`config.mk`:
```
export PLATFORM = sky130hd
export DESIGN_NAME = huffman_frame_scheduler
export DESIGN_NICKNAME = d
export VERILOG_FILES = /design/src/rtl/huffman_frame_scheduler_pkg.sv /design/src/rtl/huffman_frame_scheduler_bank_ctrl.sv /design/src/rtl/huffman_frame_scheduler.sv
export SDC_FILE = /design/constraint.sdc
export NUM_CORES = 1
export LEC_CHECK = 0
export ABC_AREA = 1
export CORE_MARGIN = 5
export CORE_UTILIZATION = 35
export CTS_CLUSTER_SIZE = 10
export DETAILED_ROUTE_END_ITERATION = 12
export PLACE_DENSITY = 0.73
export SYNTH_ARGS = -nofsm -noshare
export SYNTH_HDL_FRONTEND = slang
export SYNTH_SLANG_ARGS = --single-unit
export TNS_END_PERCENT = 5
```
`constraint.sdc`:
```
create_clock -name clk -period 3.1 [get_ports clk]
set_clock_uncertainty 0.1 [all_clocks]
set_input_delay 0.62 -clock clk [delete_from_list [all_inputs] [get_ports clk]]
set_output_delay 0.62 -clock clk [all_outputs]
set_load 0.05 [all_outputs]
```
`src/rtl/huffman_frame_scheduler_pkg.sv`:
```
// Shared types and defaults for the huffman frame scheduler slice.
package huffman_pkg;

  typedef enum logic [2:0] {
    IDLE   = 3'd0,
    PRIME  = 3'd1,
    LOAD   = 3'd2,
    ACTIVE = 3'd3,
    DONE   = 3'd4
  } sched_state_t;

  localparam int PIXELS_PER_FRAME_DEF = 76800;
  localparam logic [1:0] PENDING_MAX = 2'd2;

endpackage

```
`src/rtl/huffman_frame_scheduler_bank_ctrl.sv`:
```
// Double-buffer bank ownership: front/back bank select, commit handshake and
// gating of the host write port into the back bank.
module huffman_bank_ctrl #(
  parameter int ADDR_WIDTH = 16
) (
  input  logic                  clk,
  input  logic                  rst_n,
  input  logic                  frame_start,
  input  logic                  host_commit,
  input  logic                  host_wr_en,
  input  logic [ADDR_WIDTH-1:0] host_wr_addr,
  input  logic [31:0]           host_wr_data,
  output logic                  host_wr_ready,
  output logic                  ram_wr_en,
  output logic [ADDR_WIDTH:0]   ram_wr_addr,
  output logic [31:0]           ram_wr_data,
  output logic                  rd_bank,
  output logic                  frame_ready
);

  logic rd_bank_d, rd_bank_q;
  logic commit_pending_d, commit_pending_q;
  logic have_frame_d, have_frame_q;

  // Swap on frame_start wins over a same-cycle commit, which is then dropped.
  always_comb begin
    rd_bank_d        = rd_bank_q;
    commit_pending_d = commit_pending_q;
    have_frame_d     = have_frame_q;
    if (frame_start && commit_pending_q) begin
      rd_bank_d        = ~rd_bank_q;
      commit_pending_d = 1'b0;
      have_frame_d     = 1'b1;
    end else if (host_commit) begin
      commit_pending_d = 1'b1;
    end else begin
      commit_pending_d = commit_pending_q;
    end
  end

  always_ff @(posedge clk or negedge rst_n) begin
    if (!rst_n) begin
      rd_bank_q        <= 1'b0;
      commit_pending_q <= 1'b0;
      have_frame_q     <= 1'b0;
    end else begin
      rd_bank_q        <= rd_bank_d;
      commit_pending_q <= commit_pending_d;
      have_frame_q     <= have_frame_d;
    end
  end

  assign host_wr_ready = ~commit_pending_q;
  assign ram_wr_en     = host_wr_en & ~commit_pending_q;
  assign ram_wr_addr   = {~rd_bank_q, host_wr_addr};
  assign ram_wr_data   = host_wr_data;
  assign rd_bank       = rd_bank_q;
  // A frame is decodable after this edge if one is loaded or about to be swapped in.
  assign frame_ready   = have_frame_q | commit_pending_q;

endmodule

```
`src/rtl/huffman_frame_scheduler.sv`:
```
// Per-frame sequencer for a huffman_chunk_decoder: primes the decoder, then
// forwards display pixel strobes while honouring its load-cycle restriction.
module huffman_frame_scheduler
  import huffman_pkg::*;
#(
  parameter int ADDR_WIDTH       = 16,
  parameter int PIXELS_PER_FRAME = PIXELS_PER_FRAME_DEF,
  parameter int CNT_WIDTH        = 17
) (
  input  logic                  clk,
  input  logic                  rst_n,
  input  logic                  frame_start,
  input  logic                  pixel_strobe,
  input  logic                  host_wr_en,
  input  logic [ADDR_WIDTH-1:0] host_wr_addr,
  input  logic [31:0]           host_wr_data,
  input  logic                  host_commit,
  output logic                  host_wr_ready,
  output logic                  ram_wr_en,
  output logic [ADDR_WIDTH:0]   ram_wr_addr,
  output logic [31:0]           ram_wr_data,
  output logic                  rd_bank,
  output logic                  dec_pixel_reset,
  output logic                  dec_pixel_read_next,
  output logic                  color_valid,
  output logic                  frame_active,
  output logic                  sync_error,
  input  logic                  err_clear
);

  localparam logic [CNT_WIDTH-1:0] LAST_COUNT = CNT_WIDTH'(PIXELS_PER_FRAME);

  sched_state_t         state_d, state_q;
  logic [1:0]           pending_d, pending_q;
  logic [CNT_WIDTH-1:0] count_d, count_q;
  logic                 read_next_d, read_next_q;
  logic                 color_valid_q;
  logic                 pixel_reset_d, pixel_reset_q;
  logic                 frame_active_d, frame_active_q;
  logic                 sync_error_d, sync_error_q;
  logic                 err_set_s;
  logic                 frame_ready;

  huffman_bank_ctrl #(.ADDR_WIDTH(ADDR_WIDTH)) u_bank_ctrl (
    .clk           (clk),
    .rst_n         (rst_n),
    .frame_start   (frame_start),
    .host_commit   (host_commit),
    .host_wr_en    (host_wr_en),
    .host_wr_addr  (host_wr_addr),
    .host_wr_data  (host_wr_data),
    .host_wr_ready (host_wr_ready),
    .ram_wr_en     (ram_wr_en),
    .ram_wr_addr   (ram_wr_addr),
    .ram_wr_data   (ram_wr_data),
    .rd_bank       (rd_bank),
    .frame_ready   (frame_ready)
  );

  // Sequencing; frame_start overrides everything and drops a same-cycle strobe.
  always_comb begin
    state_d     = state_q;
    pending_d   = pending_q;
    count_d     = count_q;
    read_next_d = 1'b0;
    err_set_s   = 1'b0;
    if (frame_start) begin
      if ((state_q == PRIME) || (state_q == LOAD) || (state_q == ACTIVE)) begin
        err_set_s = 1'b1;
      end else begin
        err_set_s = 1'b0;
      end
      if (frame_ready) begin
        state_d   = PRIME;
        pending_d = 2'd0;
        count_d   = '0;
      end else begin
        state_d = state_q;
      end
    end else begin
      case (state_q)
        IDLE: state_d = IDLE;
        PRIME, LOAD: begin
          state_d = (state_q == PRIME) ? LOAD : ACTIVE;
          // Strobes during priming are owed to the decoder once ACTIVE.
          if (pixel_strobe) begin
            if (pending_q == PENDING_MAX) begin
              err_set_s = 1'b1;
            end else begin
              pending_d = pending_q + 2'd1;
            end
          end else begin
            pending_d = pending_q;
          end
        end
        ACTIVE: begin
          read_next_d = (pending_q != 2'd0) | pixel_strobe;
          if ((pending_q != 2'd0) && !pixel_strobe) begin
            pending_d = pending_q - 2'd1;
          end else begin
            pending_d = pending_q;
          end
          if (read_next_d) begin
            count_d = count_q + CNT_WIDTH'(1);
            state_d = (count_d == LAST_COUNT) ? DONE : ACTIVE;
          end else begin
            state_d = ACTIVE;
          end
        end
        DONE: err_set_s = pixel_strobe;
        default: state_d = IDLE;
      endcase
    end

    if (err_set_s) begin
      sync_error_d = 1'b1;
    end else if (err_clear) begin
      sync_error_d = 1'b0;
    end else begin
      sync_error_d = sync_error_q;
    end
    pixel_reset_d  = (state_d == PRIME);
    frame_active_d = (state_d == ACTIVE);
  end

  always_ff @(posedge clk or negedge rst_n) begin
    if (!rst_n) begin
      state_q        <= IDLE;
      pending_q      <= 2'd0;
      count_q        <= '0;
      read_next_q    <= 1'b0;
      color_valid_q  <= 1'b0;
      pixel_reset_q  <= 1'b0;
      frame_active_q <= 1'b0;
      sync_error_q   <= 1'b0;
    end else begin
      state_q        <= state_d;
      pending_q      <= pending_d;
      count_q        <= count_d;
      read_next_q    <= read_next_d;
      color_valid_q  <= read_next_q;
      pixel_reset_q  <= pixel_reset_d;
      frame_active_q <= frame_active_d;
      sync_error_q   <= sync_error_d;
    end
  end

  assign dec_pixel_reset     = pixel_reset_q;
  assign dec_pixel_read_next = read_next_q;
  assign color_valid         = color_valid_q;
  assign frame_active        = frame_active_q;
  assign sync_error          = sync_error_q;

endmodule

```
==> results of run 1 <==
through the flow:
step           utilization (%)  area [sq um]  hold slack (ns)  worst slack (ns)  power (W)
2_1_floorplan                -          2090            0.224              1.09   0.000757
3_3_place_gp              33.5          1970            0.265             0.393   0.000669
3_5_place_dp              33.5          1970            0.275             0.373   0.000672
4_1_cts                   34.8          2050            0.288             0.360   0.000971
5_1_grt                   34.8          2050            0.309             0.326    0.00101
6_report                  34.8          2050            0.280             0.380   0.000961
power by group through the flow:
stage	clock network (W)	registers, W	logic (W)
2_1_floorplan	0	0.000483	0.000274
6_report	0.000298	0.000435	0.000228
3_5_place_dp	0	0.000442	0.000230
3_3_place_gp	0	0.000441	0.000228
4_1_cts	0.000305	0.000435	0.000231
5_1_grt	0.000320	0.000441	0.000249
metal layers:
layer	up-vias	GRT usage (%)	part of all wire, %
li1	828	-	-
met1	739	14.4	45
met2	38	17.6	45
met3	11	3.22	8.1
met4	0	7.11	1.8
met5	-	0	0
critical path, stage by stage:
cell             delay, ns
clkdlybuf4s50_1       0.45
inv_1                 0.03
nor2_1                0.08
clkdlybuf4s50_1       0.81
layout by cell type (no fill, tap or decap), types with 2 or more instances in the layout:
master,netlist,layout
clkbuf_8,0,5
nor2_1,26,26
nand4_1,8,8
inv_1,35,35
clkdlybuf4s50_1,0,15
nor2_4,2,2
nand3_1,19,19
nand2_2,2,2
clkbuf_1,2,2
xor2_1,3,3
o21ai_0,16,16
ha_1,2,2
dfrtp_1,30,30
nand2_1,83,83
o22ai_1,6,6
nor2_2,6,6
cell families after synthesis:
group | after synthesis
simple gates | 147
buf+inv | 86
flops | 30
compound gates | 27
xor+xnor | 3
fa+ha+maj | 2
how the worst min path moves through the flow:
| stage | start | to | slack (ns) | cells past startpoint |
|---|---|---|---|---|
| 6_report | dec_pixel_read_next | color_valid | 0.28 | 0 |
| 5_1_grt | dec_pixel_read_next | color_valid | 0.31 | 0 |
| 4_1_cts | dec_pixel_read_next | color_valid | 0.29 | 0 |
| 3_5_place_dp | dec_pixel_read_next | color_valid | 0.27 | 0 |
| 3_3_place_gp | dec_pixel_read_next | color_valid | 0.27 | 0 |
| 2_1_floorplan | rst_n | color_valid | 0.22 | 0 |
cell type report:
| cell class | instances | share of cell area, % |
|---|---|---|
| Tap cell | 75 | 4.58 |
| Multi-Input combinational cell | 179 | 41.0 |
| Clock buffer | 7 | 3.72 |
| Inverter | 35 | 6.41 |
| Sequential cell | 30 | 36.6 |
| Timing Repair Buffer | 16 | 7.69 |
==> results.json, run 1 <==
{
  "grt_pass1_vias": 1543,
  "rows": 28,
  "portBuffers": 15,
  "routabilityCongestion": 0.864,
  "dp_hpwl_microns": 2930,
  "cts_made_buffers": 5,
  "synth_cells": 295,
  "ios": 112,
  "yosys-top-cells-area": "dfrtp_1, buf_4, nand2_1",
  "htree_num_levels": 2,
  "power_frac_seq_pct": 45.3,
  "final_nets": 324,
  "yosysWarnings": 0,
  "regMostFlops": "count_q",
  "crit_path_start": "host_wr_en",
  "grt_start_max_net_pins": 31,
  "post-cts-setup-buffers": 0,
  "drc_errors": 0,
  "die_y_microns": 87.4,
  "drv_slew": 0,
  "clockRootBuffer": "clkbuf_8",
  "cp-start-kind": "input port",
  "syn_area_sq_mm": 0.00209,
  "yosysMostFrequentCell": "nand2_1",
  "period_share_pct": 87.7,
  "largest_reg_flops": 17,
  "fillerInstances": 615,
  "synth.largest_area_cell": "dfrtp_1",
  "fmax_mhz": 368,
  "insertion_delay_ns": 0.29,
  "setup_tns_ns": 0,
  "drtIter0Drc": 104,
  "rsz0062_at_grt": "false",
  "p_leak_nw": 0.907,
  "drv_cap": 0,
  "r2r_start": "count_q[1]",
  "critPathRequiredTime_ns": 2.38,
  "synth_mux_area_share_pct": 0,
  "hold_viol": 0,
  "grt_first_pass_wirelength_microns": 6960,
  "p_switching_w": 0.000319,
  "clock-sinks": 30,
  "synth_area_per_cell_sq_um": 7.10,
  "setup_viol_count_final": 0,
  "synth.top_cell.area_share_pct": 35.8,
  "regArea_sq_um": 751,
  "drt-pass1-iter-count": 4,
  "run_status": "finished, final reports clean",
  "initial_core_util_pct": 35.6,
  "rr_worst_depth": 14,
  "vias_per_cell": 4.73,
  "diodes": 0,
  "wirelength_microns": 3980,
  "ys_ff_latch": 30,
  "synth_fa_ha_area_share_pct": 1.19,
  "rrSetupSlack_ns": 0.89,
  "clkTransAtPathRegs_ns": 0.06,
  "yosys.cell_types.count": 22,
  "worst_pin_slew_ns": 0.508,
  "multi_input_area_sq_um": 840,
  "peakVddDrop_v": 0.000257,
  "wl_per_cell_microns": 11.6,
  "synth_fp_nets": 352,
  "worstPathMaxFanout": 1,
  "antenna_left": 0,
  "dp_cells": 335,
  "finalNonFillerCells": 342,
  "cts_tree": "yes",
  "grt.total_usage_pct": 11.6,
  "reg2reg_to": "frame_active",
  "synth-simple-area-share_pct": 30.3,
  "period_needed_ns": 2.72,
  "dieArea_sq_mm": 0.00763,
  "ctsResizeCount": 0,
  "overflow": 0,
  "synthXorXnorAreaFrac_pct": 1.25,
  "relSlewSlack_pct": 66.0,
  "synth-edff-count": 0,
  "synthFlopType": "dfrtp_1",
  "p_per_area_mw_per_mm2": 469,
  "cts_hold_buf": 0,
  "min_path_type": "reg -> reg",
  "async_flop_share_pct": 100,
  "crit_type": "in -> out",
  "p_sw_share_pct": 33.2,
  "synth_top_family_by_area": "simple AND/OR/NAND/NOR gates",
  "antenna_found_initial": 0,
  "drive_gt1_share_pct": 5.99,
  "synth_common_cells": "nand2_1, buf_4, inv_1",
  "area.growth.synth_to_final_pct": -2.15,
  "vias": 1616,
  "clockBufferDepth": 2,
  "endpoint": "ram_wr_en",
  "cp.arrival_ns": 2.00,
  "clock_power_share_pct": 31.0,
  "combPwrFrac_pct": 23.7,
  "top_regs": "count_q x17, state_q x3, pending_q x2",
  "end_kind": "primary output",
  "internal-power_w": 0.000643,
  "dieWidth_microns": 87.4,
  "synth_compound_area_share_pct": 7.35,
  "ys_seq_area_share_pct": 35.8,
  "coreArea_sq_mm": 0.00589
}
Note: power is estimated with default switching activity, not from simulation.
==> run 2: changes to the inputs <==
- CORE_UTILIZATION: 35 -> 43
- PLACE_DENSITY: 0.73 -> 0.92
==> run 2 against run 1 <==
Compared with the run above: flip-flop and latch count is the same; total power is 8.0% higher; sequential share of layout area shrank 0.42 points; global-route usage rose by 2.6 points; cell area increased by 1.2%; first-iteration DRC count rose by 67%; worst setup slack gained 0.013 ns; hold slack worse by 0.0069 ns.
==> results.json, run 2 (synthesis results as in run 1) <==
{
  "run_status": "finished, final reports clean",
  "largest_reg_flops": 17,
  "crit_type": "in -> out",
  "regMostFlops": "count_q",
  "final_cell_area_sq_mm": 0.00207,
  "critPathRequiredTime_ns": 2.38,
  "coreArea_sq_mm": 0.00472,
  "pre_cts_ws_ns": 0.387,
  "dieArea_sq_mm": 0.00637,
  "vias_per_cell": 4.97,
  "worst_pin_slew_ns": 0.505,
  "final_nets": 324,
  "cts_made_buffers": 5,
  "initial_core_util_pct": 44.3,
  "cp_slowest_cell": "clkdlybuf4s50_1",
  "placed_area_sq_mm": 0.00196,
  "htree_num_levels": 2,
  "r2r_start": "count_q[1]",
  "wirelength_microns": 4020,
  "rows": 25,
  "p_leak_nw": 0.926,
  "final_cell_mix": "nand2_1, inv_1, dfrtp_1",
  "vias": 1665,
  "dieWidth_microns": 79.8,
  "regArea_sq_um": 751,
  "drv_slew": 0,
  "min_path_type": "reg -> reg",
  "max_stage_delay_ns": 0.81,
  "area.growth.synth_to_final_pct": -1.02,
  "wl_per_cell_microns": 12.0,
  "diodes": 0,
  "ctsResizeCount": 0,
  "drv_cap": 0,
  "rrSetupSlack_ns": 0.92,
  "rsz0062_at_grt": "false",
  "grt.total_usage_pct": 14.1,
  "cp.arrival_ns": 1.99,
  "reg2reg_to": "frame_active",
  "endpoint": "ram_wr_en",
  "post-cts-setup-buffers": 0,
  "cts_tree": "yes",
  "clkTransAtPathRegs_ns": 0.06,
  "p_per_area_mw_per_mm2": 501,
  "cts_hold_buf": 0,
  "grt_pass1_vias": 1628,
  "setup_tns_ns": 0,
  "ios": 112,
  "multi_input_area_sq_um": 840,
  "crit_path_start": "host_wr_en",
  "crit_chain": "clkdlybuf4s50_1 -> inv_1 -> nor2_1 -> clkdlybuf4s50_1",
  "drive_gt1_share_pct": 7.09,
  "period_share_pct": 87.3,
  "hold_viol": 0,
  "die_y_microns": 79.8,
  "clockBufferDepth": 2,
  "final_common_cell": "nand2_1",
  "peakVddDrop_v": 0.000309,
  "overflow": 0,
  "grt_first_pass_wirelength_microns": 7070,
  "dp_hpwl_microns": 2920,
  "portBuffers": 15,
  "clock-sinks": 30,
  "drtIter0Drc": 174,
  "worstPathMaxFanout": 1,
  "rr_worst_depth": 14,
  "drt-pass1-iter-count": 4,
  "insertion_delay_ns": 0.29,
  "fmax_mhz": 369,
  "fin_ws_ns": 0.393,
  "antenna_found_initial": 0,
  "cp-start-kind": "input port",
  "grt_start_max_net_pins": 31,
  "top_regs": "count_q x17, state_q x3, pending_q x2",
  "holdPathStages": 0,
  "cpMostUsedCell": "clkdlybuf4s50_1",
  "relSlewSlack_pct": 66.2,
  "routabilityCongestion": 0.946,
  "period_needed_ns": 2.71,
  "antenna_left": 0,
  "fillerInstances": 462,
  "setup_viol_count_final": 0,
  "clockRootBuffer": "clkbuf_8",
  "drc_errors": 0,
  "end_kind": "primary output"
}
-- run 2: cell count changes in the layout (fill, tap and decap cells not counted) --
cell      delta
clkbuf_8     +3
clkbuf_1     -2
-- run 2: how the worst min path moves through the flow --
| stage | startpoint | to | slack (ns) |
|---|---|---|---|
| 6_report | dec_pixel_read_next | color_valid | 0.27 |
| 5_1_grt | dec_pixel_read_next | color_valid | 0.29 |
| 4_1_cts | dec_pixel_read_next | color_valid | 0.28 |
| 3_5_place_dp | dec_pixel_read_next | color_valid | 0.26 |
| 3_3_place_gp | dec_pixel_read_next | color_valid | 0.26 |
| 2_1_floorplan | rst_n | color_valid | 0.22 |
-- run 2: area by class of cell --
type / count / area share, %
repair buffers: 16 / 7.60
flip-flops and latches: 30 / 36.2
multi-input cells: 179 / 40.5
clock buffers: 8 / 5.31
well taps: 67 / 4.04
inverters: 35 / 6.34
-- run 2: worst max-delay path, delay by kind of cell --
family	cells	cell delay (ns)
buffers and inverters	3	1.29
and+or+nand+nor	1	0.07
-- run 2: power by group --
group / switching (W) / internal (W)
clock: 0.000150 / 0.000224
sequential: 0.0000185 / 0.000417
combinational: 0.000158 / 0.0000716
total: 0.000326 / 0.000712
-- run 2: stage by stage --
| step | std cells | util, % | hold WS [ns] | total power (W) |
|---|---|---|---|---|
| global placement | 327 | 41.6 | 0.261 | 0.000667 |
| finish | 335 | 43.9 | 0.273 | 0.00104 |
| detailed placement | 327 | 41.6 | 0.264 | 0.000672 |
| global route | 335 | 43.9 | 0.289 | 0.00108 |
| floorplan | 295 | - | 0.224 | 0.000757 |
| CTS | 335 | 43.9 | 0.278 | 0.00105 |
-- run 2: layer usage --
| layer | GRT usage, % | vias to the layer above | share of wire [%] |
|---|---|---|---|
| li1 | - | 824 | - |
| met3 | 4.18 | 14 | 7.1 |
| met2 | 22.6 | 56 | 47 |
| met1 | 16.9 | 771 | 44 |
| met5 | 0 | - | 0 |
| met4 | 7.77 | 0 | 2.5 |
==> run 3: changes to the inputs <==
- CORE_UTILIZATION: 43 -> 40
- PLACE_DENSITY: 0.92 -> 0.87
- TNS_END_PERCENT: 5 -> default
- clock period: 3.1 -> 2.8 ns (I/O delays scaled with it)
==> run 3 against run 2 <==
Compared with the run above: combinational power grew 11%; sequential share of layout area down 0.087 points; first-iteration DRC count grew 3.4%; via count did not move; non-clock buffer count grew 1; final cell count increased by 1.2%.
==> results.json, run 3 (synthesis results as in run 1) <==
{
  "run_status": "finished, final reports clean",
  "crit_type": "reg -> out",
  "insertion_delay_ns": 0.28,
  "dieArea_sq_mm": 0.00678,
  "drt-pass1-iter-count": 4,
  "drtIter0Drc": 180,
  "crit_path_start": "u_bank_ctrl.commit_pending_q",
  "drv_cap": 0,
  "r2r_start": "count_q[1]",
  "area.growth.synth_to_final_pct": -0.777,
  "drv_slew": 0,
  "relSlewSlack_pct": 66.4,
  "portBuffers": 15,
  "cts_made_buffers": 5,
  "initial_core_util_pct": 41.0,
  "final_common_cell": "nand2_1",
  "vias_per_cell": 4.91,
  "rows": 26,
  "setup_viol_count_final": 0,
  "rsz0062_at_grt": "false",
  "fillerInstances": 516,
  "grt_pass1_vias": 1609,
  "clockRootBuffer": "clkbuf_8",
  "largest_reg_flops": 17,
  "antenna_found_initial": 0,
  "coreArea_sq_mm": 0.00511,
  "holdPathEnd": "color_valid",
  "wl_per_cell_microns": 11.5,
  "min_path_type": "reg -> reg",
  "grt_first_pass_wirelength_microns": 6890,
  "htree_num_levels": 2,
  "routabilityCongestion": 0.924,
  "setup_tns_ns": 0,
  "multi_input_area_sq_um": 840,
  "rr_worst_depth": 14,
  "worst_pin_slew_ns": 0.503,
  "clock-sinks": 30,
  "dp_cells": 331,
  "p_per_area_mw_per_mm2": 557,
  "drive_gt1_share_pct": 7.06,
  "grt_start_max_net_pins": 31,
  "regMostFlops": "count_q",
  "dp_hpwl_microns": 2900,
  "ios": 112,
  "diodes": 0,
  "rrSetupSlack_ns": 0.64,
  "peakVddDrop_v": 0.000319,
  "wirelength_microns": 3880,
  "critPathRequiredTime_ns": 2.14,
  "period_needed_ns": 2.24,
  "clockBufferDepth": 2,
  "antenna_left": 0,
  "finalNonFillerCells": 339,
  "cp-start-kind": "flip-flop",
  "top_regs": "count_q x17, state_q x3, pending_q x2",
  "finalHoldWorstSlack_ns": 0.276,
  "regArea_sq_um": 751,
  "hold_path.startpoint": "dec_pixel_read_next",
  "end_kind": "primary output",
  "vias": 1665,
  "reg2reg_to": "frame_active",
  "die_y_microns": 82.4,
  "fmax_mhz": 446,
  "hold_viol": 0,
  "ctsResizeCount": 0,
  "cts_tree": "yes",
  "grt.total_usage_pct": 13.2,
  "fin_ws_ns": 0.559,
  "clkTransAtPathRegs_ns": 0.06,
  "final_cell_mix": "nand2_1, inv_1, dfrtp_1",
  "pre_cts_ws_ns": 0.561,
  "dieWidth_microns": 82.4,
  "worstPathMaxFanout": 4,
  "period_share_pct": 80.1,
  "utilization_pct": 40.7,
  "post-cts-setup-buffers": 0,
  "overflow": 0,
  "p_leak_nw": 0.927,
  "cp.arrival_ns": 1.58,
  "drc_errors": 0,
  "holdPathStages": 0,
  "final_nets": 325,
  "cts_hold_buf": 0
}
[run 3: cell type report]
| type | instances | area share (%) |
|---|---|---|
| multi-input cells | 179 | 40.4 |
| flip-flops and latches | 30 | 36.1 |
| repair buffers | 17 | 7.83 |
| inverters | 35 | 6.32 |
| well taps | 70 | 4.21 |
| clock buffers | 7 | 3.67 |
| clock inverters | 1 | 1.44 |
[run 3: per-layer routing]
layer	track usage [%]	vias up	part of all wire [%]
li1	-	832	-
met1	16.1	771	46
met2	21.5	55	46
met3	4.12	7	6.1
met4	5.48	0	1.6
met5	0	-	0
[run 3: how the worst max path moves through the flow]
| stage | end | slack, ns |
|---|---|---|
| 6_report | host_wr_ready | 0.56 |
| 5_1_grt | frame_active | 0.40 |
| 4_1_cts | host_wr_ready | 0.54 |
| 3_5_place_dp | frame_active | 0.56 |
| 3_3_place_gp | frame_active | 0.58 |
| 2_1_floorplan | ram_wr_en | 0.91 |
[run 3: where the power goes]
| group | total, W | internal [W] | switching (W) |
|---|---|---|---|
| logic | 0.000255 | 0.0000799 | 0.000175 |
| registers | 0.000482 | 0.000462 | 0.0000209 |
| clock network | 0.000419 | 0.000266 | 0.000154 |
[run 3: critical path: stages, from the launching register on]
cell             delay [ns]
dfrtp_1                0.42
inv_1                  0.09
clkdlybuf4s50_1        0.80
[run 3: metrics by stage]
step                      cell area (sq um)  power (W)
after floorplan                        2090   0.000839
after global placement                 1970   0.000741
after detailed placement               1970   0.000747
after CTS                              2080    0.00117
after global routing                   2080    0.00122
final                                  2080    0.00116
